### src/rtl/pc_display_pkg.sv
// Shared types and constants for the program-counter display controller.
//   NUM_DIGITS / DIGIT_W : display geometry (six hex nibbles)
//   disp_state_e         : RUN / HOLD display mode
//   lead_zero_blank()    : blank mask for leading-zero suppression
package pc_display_pkg;

    localparam int unsigned NUM_DIGITS = 6;
    localparam int unsigned DIGIT_W    = 4;
    localparam int unsigned DISP_W     = NUM_DIGITS * DIGIT_W;

    typedef enum logic {
        StRun  = 1'b0,
        StHold = 1'b1
    } disp_state_e;

    // Digit i>0 is dark when it and every more-significant nibble are zero;
    // digit 0 always stays lit so a zero value still shows "0".
    function automatic logic [NUM_DIGITS-1:0] lead_zero_blank(input logic [DISP_W-1:0] d);
        logic [NUM_DIGITS-1:0] b;
        logic                  all_zero;
        b        = '0;
        all_zero = 1'b1;
        for (int i = NUM_DIGITS - 1; i > 0; i--) begin
            all_zero = all_zero & (d[i*DIGIT_W +: DIGIT_W] == '0);
            b[i]     = all_zero;
        end
        return b;
    endfunction

endpackage

### src/rtl/key_debounce.sv
// Two-flop synchronizer plus level debouncer for an active-low push button.
//   clk, rst : system clock, asynchronous active-high reset
//   key_n    : raw active-low key, asynchronous to clk
//   level    : accepted (debounced) key level, 1 = released
//   press    : one-cycle event on an accepted 1->0 transition
module key_debounce #(
    parameter int unsigned DEBOUNCE_CYCLES = 500000
) (
    input  logic clk,
    input  logic rst,
    input  logic key_n,
    output logic level,
    output logic press
);

    localparam int unsigned CNT_W = $clog2(DEBOUNCE_CYCLES);

    logic             sync1_q, sync2_q;
    logic             level_q, level_d;
    logic [CNT_W-1:0] cnt_q, cnt_d;
    logic             differs, at_limit;

    assign differs  = (sync2_q != level_q);
    assign at_limit = (cnt_q == CNT_W'(DEBOUNCE_CYCLES - 1));

    always_comb begin
        cnt_d   = '0;
        level_d = level_q;
        if (differs) begin
            if (at_limit) begin
                level_d = sync2_q;
            end else begin
                cnt_d = cnt_q + CNT_W'(1);
            end
        end
    end

    always_ff @(posedge clk or posedge rst) begin
        if (rst) begin
            sync1_q <= 1'b1;
            sync2_q <= 1'b1;
            level_q <= 1'b1;
            cnt_q   <= '0;
        end else begin
            sync1_q <= key_n;
            sync2_q <= sync1_q;
            level_q <= level_d;
            cnt_q   <= cnt_d;
        end
    end

    assign level = level_q;
    // Asserted in the cycle whose edge commits the new low level; register-only inputs.
    assign press = differs && at_limit && !sync2_q;

endmodule

### src/rtl/pc_display_ctrl.sv
// Periodically captures pc_in[23:0] for a six-digit hex display; a debounced
// key toggles between live refresh (RUN) and a frozen display (HOLD).
// Optional feature macro: LEADING_ZERO_BLANK_EN (leading-zero blanking).
//   clk, rst     : system clock, asynchronous active-high reset
//   pc_in        : program counter, bits [23:0] displayed
//   hold_key_n   : raw active-low hold key
//   digits       : six nibbles, digit i = bits [4i+3:4i]
//   blank        : per-digit blank request (1 = dark)
//   held         : 1 while the display is frozen
//   update_pulse : one-cycle strobe after each capture
module pc_display_ctrl
    import pc_display_pkg::*;
#(
    parameter int unsigned REFRESH_DIV     = 1000000,
    parameter int unsigned DEBOUNCE_CYCLES = 500000
) (
    input  logic                  clk,
    input  logic                  rst,
    input  logic [31:0]           pc_in,
    input  logic                  hold_key_n,
    output logic [DISP_W-1:0]     digits,
    output logic [NUM_DIGITS-1:0] blank,
    output logic                  held,
    output logic                  update_pulse
);

    localparam int unsigned RW = $clog2(REFRESH_DIV);

    disp_state_e       state_q, state_d;
    logic [RW-1:0]     ref_cnt_q, ref_cnt_d;
    logic [DISP_W-1:0] digits_q;
    logic              pulse_q;
    logic              press;
    logic              terminal;
    logic              unused_key_level;
    logic [7:0]        unused_pc_hi;

    assign unused_pc_hi = pc_in[31:DISP_W];

    key_debounce #(
        .DEBOUNCE_CYCLES(DEBOUNCE_CYCLES)
    ) u_key_debounce (
        .clk   (clk),
        .rst   (rst),
        .key_n (hold_key_n),
        .level (unused_key_level),
        .press (press)
    );

    // Terminal count is only meaningful in RUN; HOLD parks the counter at 0.
    assign terminal = (state_q == StRun) && (ref_cnt_q == RW'(REFRESH_DIV - 1));

    always_comb begin
        state_d   = state_q;
        ref_cnt_d = '0;
        if (press) begin
            state_d = (state_q == StRun) ? StHold : StRun;
        end
        // Entering HOLD or returning to RUN both leave the counter at 0, so
        // the first capture after HOLD->RUN lands REFRESH_DIV cycles later.
        if ((state_q == StRun) && (state_d == StRun) && !terminal) begin
            ref_cnt_d = ref_cnt_q + RW'(1);
        end
    end

    always_ff @(posedge clk or posedge rst) begin
        if (rst) begin
            state_q   <= StRun;
            ref_cnt_q <= '0;
            digits_q  <= '0;
            pulse_q   <= 1'b0;
        end else begin
            state_q   <= state_d;
            ref_cnt_q <= ref_cnt_d;
            pulse_q   <= terminal;
            if (terminal) begin
                digits_q <= pc_in[DISP_W-1:0];
            end
        end
    end

`ifdef LEADING_ZERO_BLANK_EN
    logic [NUM_DIGITS-1:0] blank_q;

    // Computed from the incoming value so the mask lands on the same edge as digits.
    always_ff @(posedge clk or posedge rst) begin
        if (rst) begin
            blank_q <= lead_zero_blank('0);
        end else if (terminal) begin
            blank_q <= lead_zero_blank(pc_in[DISP_W-1:0]);
        end
    end

    assign blank = blank_q;
`else
    assign blank = '0;
`endif

    assign digits       = digits_q;
    assign held         = (state_q == StHold);
    assign update_pulse = pulse_q;

endmodule

### config.mk
export PLATFORM = sky130hd
export DESIGN_NAME = pc_display_ctrl
export DESIGN_NICKNAME = d
export VERILOG_FILES = /design/src/rtl/pc_display_pkg.sv /design/src/rtl/key_debounce.sv /design/src/rtl/pc_display_ctrl.sv
export SDC_FILE = /design/constraint.sdc
export NUM_CORES = 1
export LEC_CHECK = 0
export ABC_AREA = 1
export CELL_PAD_IN_SITES_DETAIL_PLACEMENT = 2
export CELL_PAD_IN_SITES_GLOBAL_PLACEMENT = 2
export CORE_MARGIN = 2
export CORE_UTILIZATION = 30
export DETAILED_ROUTE_END_ITERATION = 12
export PLACE_DENSITY = 0.86
export SETUP_SLACK_MARGIN = 0.15
export SLEW_MARGIN = 10
export SYNTH_ARGS = -nofsm -noshare
export SYNTH_HDL_FRONTEND = slang
export SYNTH_SLANG_ARGS = --single-unit
### constraint.sdc
create_clock -name clk -period 3.3 [get_ports clk]
set_clock_uncertainty 0.15 [all_clocks]
set_input_delay 0.99 -clock clk [delete_from_list [all_inputs] [get_ports clk]]
set_output_delay 0.99 -clock clk [all_outputs]
set_load 0.01 [all_outputs]
==> flow_summary.json <==
{
  "status": "complete, no violations",
  "netlist.area_leader.share": 0.4853,
  "gr-usage-all-layers": 0.1914,
  "synth_top_family_by_area": "simple AND/OR/NAND/NOR gates",
  "io_buffers": 52,
  "via_per_inst": 4.659,
  "peakVddDrop_uv": 190.6,
  "synth.yosys.warnings": 0,
  "max_freq_ghz": 0.4105,
  "synth-compound-area-share": 0.01008,
  "core_um2": 10890,
  "grt_pass1_vias": 3449,
  "fin_crit_ps": 2436,
  "worstMarginPinSlew_ps": 776.7,
  "die_y_um": 109.7,
  "hold_slack_ps": 210.2,
  "root_buffer": "clkbuf_8",
  "layout.nets": 520,
  "grt_start_max_net_pins": 69,
  "n_antenna_cell": 0,
  "yosys-top-cells-area": "dfrtp_1, nand2_1, nor2_1, xor2_1, inv_1",
  "ctsLongestPathBuffers": 2,
  "dp_hpwl_um": 7132,
  "syn_area_um2": 3352,
  "start_util": 0.3079,
  "antenna_found_initial": 0,
  "clkSinkCount": 68,
  "cp_num_buf_inv": 1,
  "synth_xor_area_frac": 0.06010,
  "synth_mux_area_frac": 0,
  "fin_util": 0.3897,
  "io_pins": 67,
  "slowest_delay_ps": 560,
  "die-area_um2": 12040,
  "ys_types": 28,
  "dr.pass1.iters": 4,
  "postPlaceCellArea_um2": 4006,
  "cts_tree": "yes",
  "cts_buffers": 9,
  "fin_crit_sh": 0.7381,
  "layout-drive-gt1-share": 0.09240,
  "power_density_nw_per_um2": 409.2,
  "grt.overflow.total": 0,
  "fp-row-count": 38,
  "power_uw": 1736,
  "die_w_um": 109.7,
  "critPathSlowestCell": "clkdlybuf4s50_1",
  "hold_class": "reg2reg",
  "cts_hold_buf": 0,
  "p_leak_uw": 0.001830,
  "path_delay_family": "buffers and inverters",
  "worstPathRequired_ps": 2160,
  "worstSetupEndpointType": "output pin",
  "yosysTopAreaCell": "dfrtp_1",
  "gp_congestion": 0.8452,
  "fillers": 1218,
  "worstPathArrival_ps": 1300,
  "drv_slew": 0,
  "post-cts-setup-buffers": 0,
  "wl_um": 10270,
  "synth_seq_cells": 68,
  "synth-simple-area-share": 0.3419,
  "drt_iter0_markers": 129,
  "grt_setup_unrepaired": "no",
  "clk_latency_ps": 350,
  "critical_path_class": "reg2out",
  "area_growth_pct": 26.58,
  "hold_viol_final": 0,
  "yosysSeqAreaShare": 0.5088,
  "final_area_um2": 4243,
  "grt_pass1_wl_um": 17360,
  "drc": 0,
  "netlist_instances": 424,
  "syn_avg_cell_area_um2": 7.906,
  "synth_fa_ha_area_frac": 0.01120,
  "htreeDepth": 3,
  "tns_ps": 0,
  "wl_per_cell_um": 16.38,
  "clkTransAtPathRegs_ps": 80,
  "crit_chain": "clkdlybuf4s50_1",
  "slew_headroom": 0.4810,
  "critPathLaunchType": "flip-flop",
  "ant_nets": 0,
  "finalSetupViolations": 0,
  "cts_resized": 0,
  "critPathMaxFanout": 2,
  "vias": 2921,
  "max-cap-violations": 0
}
-- cell usage after synthesis --
cell type,instances
nand2_1,139
nor2_1,91
dfrtp_1,65
inv_1,31
nand3_1,19
xor2_1,15
nand2_2,9
xnor2_1,8
buf_4,6
nor2_2,6
buf_2,4
nand4_1,4
o21ai_0,4
dfstp_2,3
ha_1,3
inv_2,3
buf_6,2
nand3_2,2
a21oi_1,1
a21oi_2,1
clkinv_1,1
clkinv_2,1
conb_1,1
nand3_4,1
nand3b_1,1
nor2_4,1
nor3_1,1
nor3b_1,1
-- metal layers --
metal	global-route usage	part of all wire	vias to the layer above
li1	-	-	1389
met1	0.2233	0.42	1455
met2	0.3320	0.51	65
met3	0.04683	0.052	12
met4	0.08499	0.019	0
met5	0	0	-
-- registers in the layout, indices dropped and copies added, names as in the netlist --
signal and cells:
ref_cnt_q 20, held 1, update_pulse 1, u_key_debounce.cnt_q 19, u_key_debounce.sync1_q 1, u_key_debounce.level 1
digits 24, u_key_debounce.sync2_q 1
-- stage by stage --
stage / setup WS, ps / instances
after floorplan: 453.5 / 429
after detailed placement: 998.5 / 611
after global routing: 747.4 / 627
final: 864.2 / 627
after CTS: 834.8 / 627
after global placement: 1106 / 611
-- path summary, 6_finish.rpt --
kind	from	end	slack, ps	cells after the start
min in group asynchronous	rst	u_key_debounce.cnt_q[13]	880	3
worst min register to register	u_key_debounce.sync1_q	u_key_debounce.sync2_q	210	0
worst max register to register	u_key_debounce.cnt_q[14]	ref_cnt_q[3]	970	7
worst min-delay path	u_key_debounce.sync1_q	u_key_debounce.sync2_q	210	0
worst max-delay path	digits[16]	digits[16]	860	1
max in group asynchronous	rst	u_key_debounce.level	1770	3
-- layout by cell type (no fill, tap or decap), drive strengths merged, types with 2 or more instances in the layout --
cell           instances
a21oi                  2
buf                    2
bufinv                 2
clkbuf                13
clkdlybuf4s50         52
clkinv                 2
conb                   6
dfrtp                 65
dfstp                  3
ha                     3
inv                   34
nand2                148
nand3                 22
nand4                  4
nor2                  98
o21ai                  4
xnor2                  8
xor2                  15
-- final cells by class --
type | count | area, um^2 | share of cell area
clock buffers | 13 | 168.9 | 0.03981
clock inverters | 3 | 67.56 | 0.01592
inverters | 36 | 136.4 | 0.03214
multi-input cells | 313 | 1441 | 0.3397
flip-flops and latches | 68 | 1705 | 0.4019
well taps | 140 | 175.2 | 0.04129
repair buffers | 54 | 548.0 | 0.1292
-- logic make-up after synthesis --
logic type / Yosys count
AND/OR/NAND/NOR: 275
flip-flops: 68
buffers and inverters: 48
XOR/XNOR: 23
AO/OA/AOI/OAI: 6
adder cells (fa/ha/maj): 3
other: 1
-- where the power goes --
group          leakage (uW)  switching [uW]  total [uW]  internal [uW]
combinational      0.000917            34.9        67.7           32.8
clock              0.000116             339         828            489
sequential         0.000797            2.81         841            838
total               0.00183             377        1740           1360
Note: power is estimated with default switching activity, not from simulation.
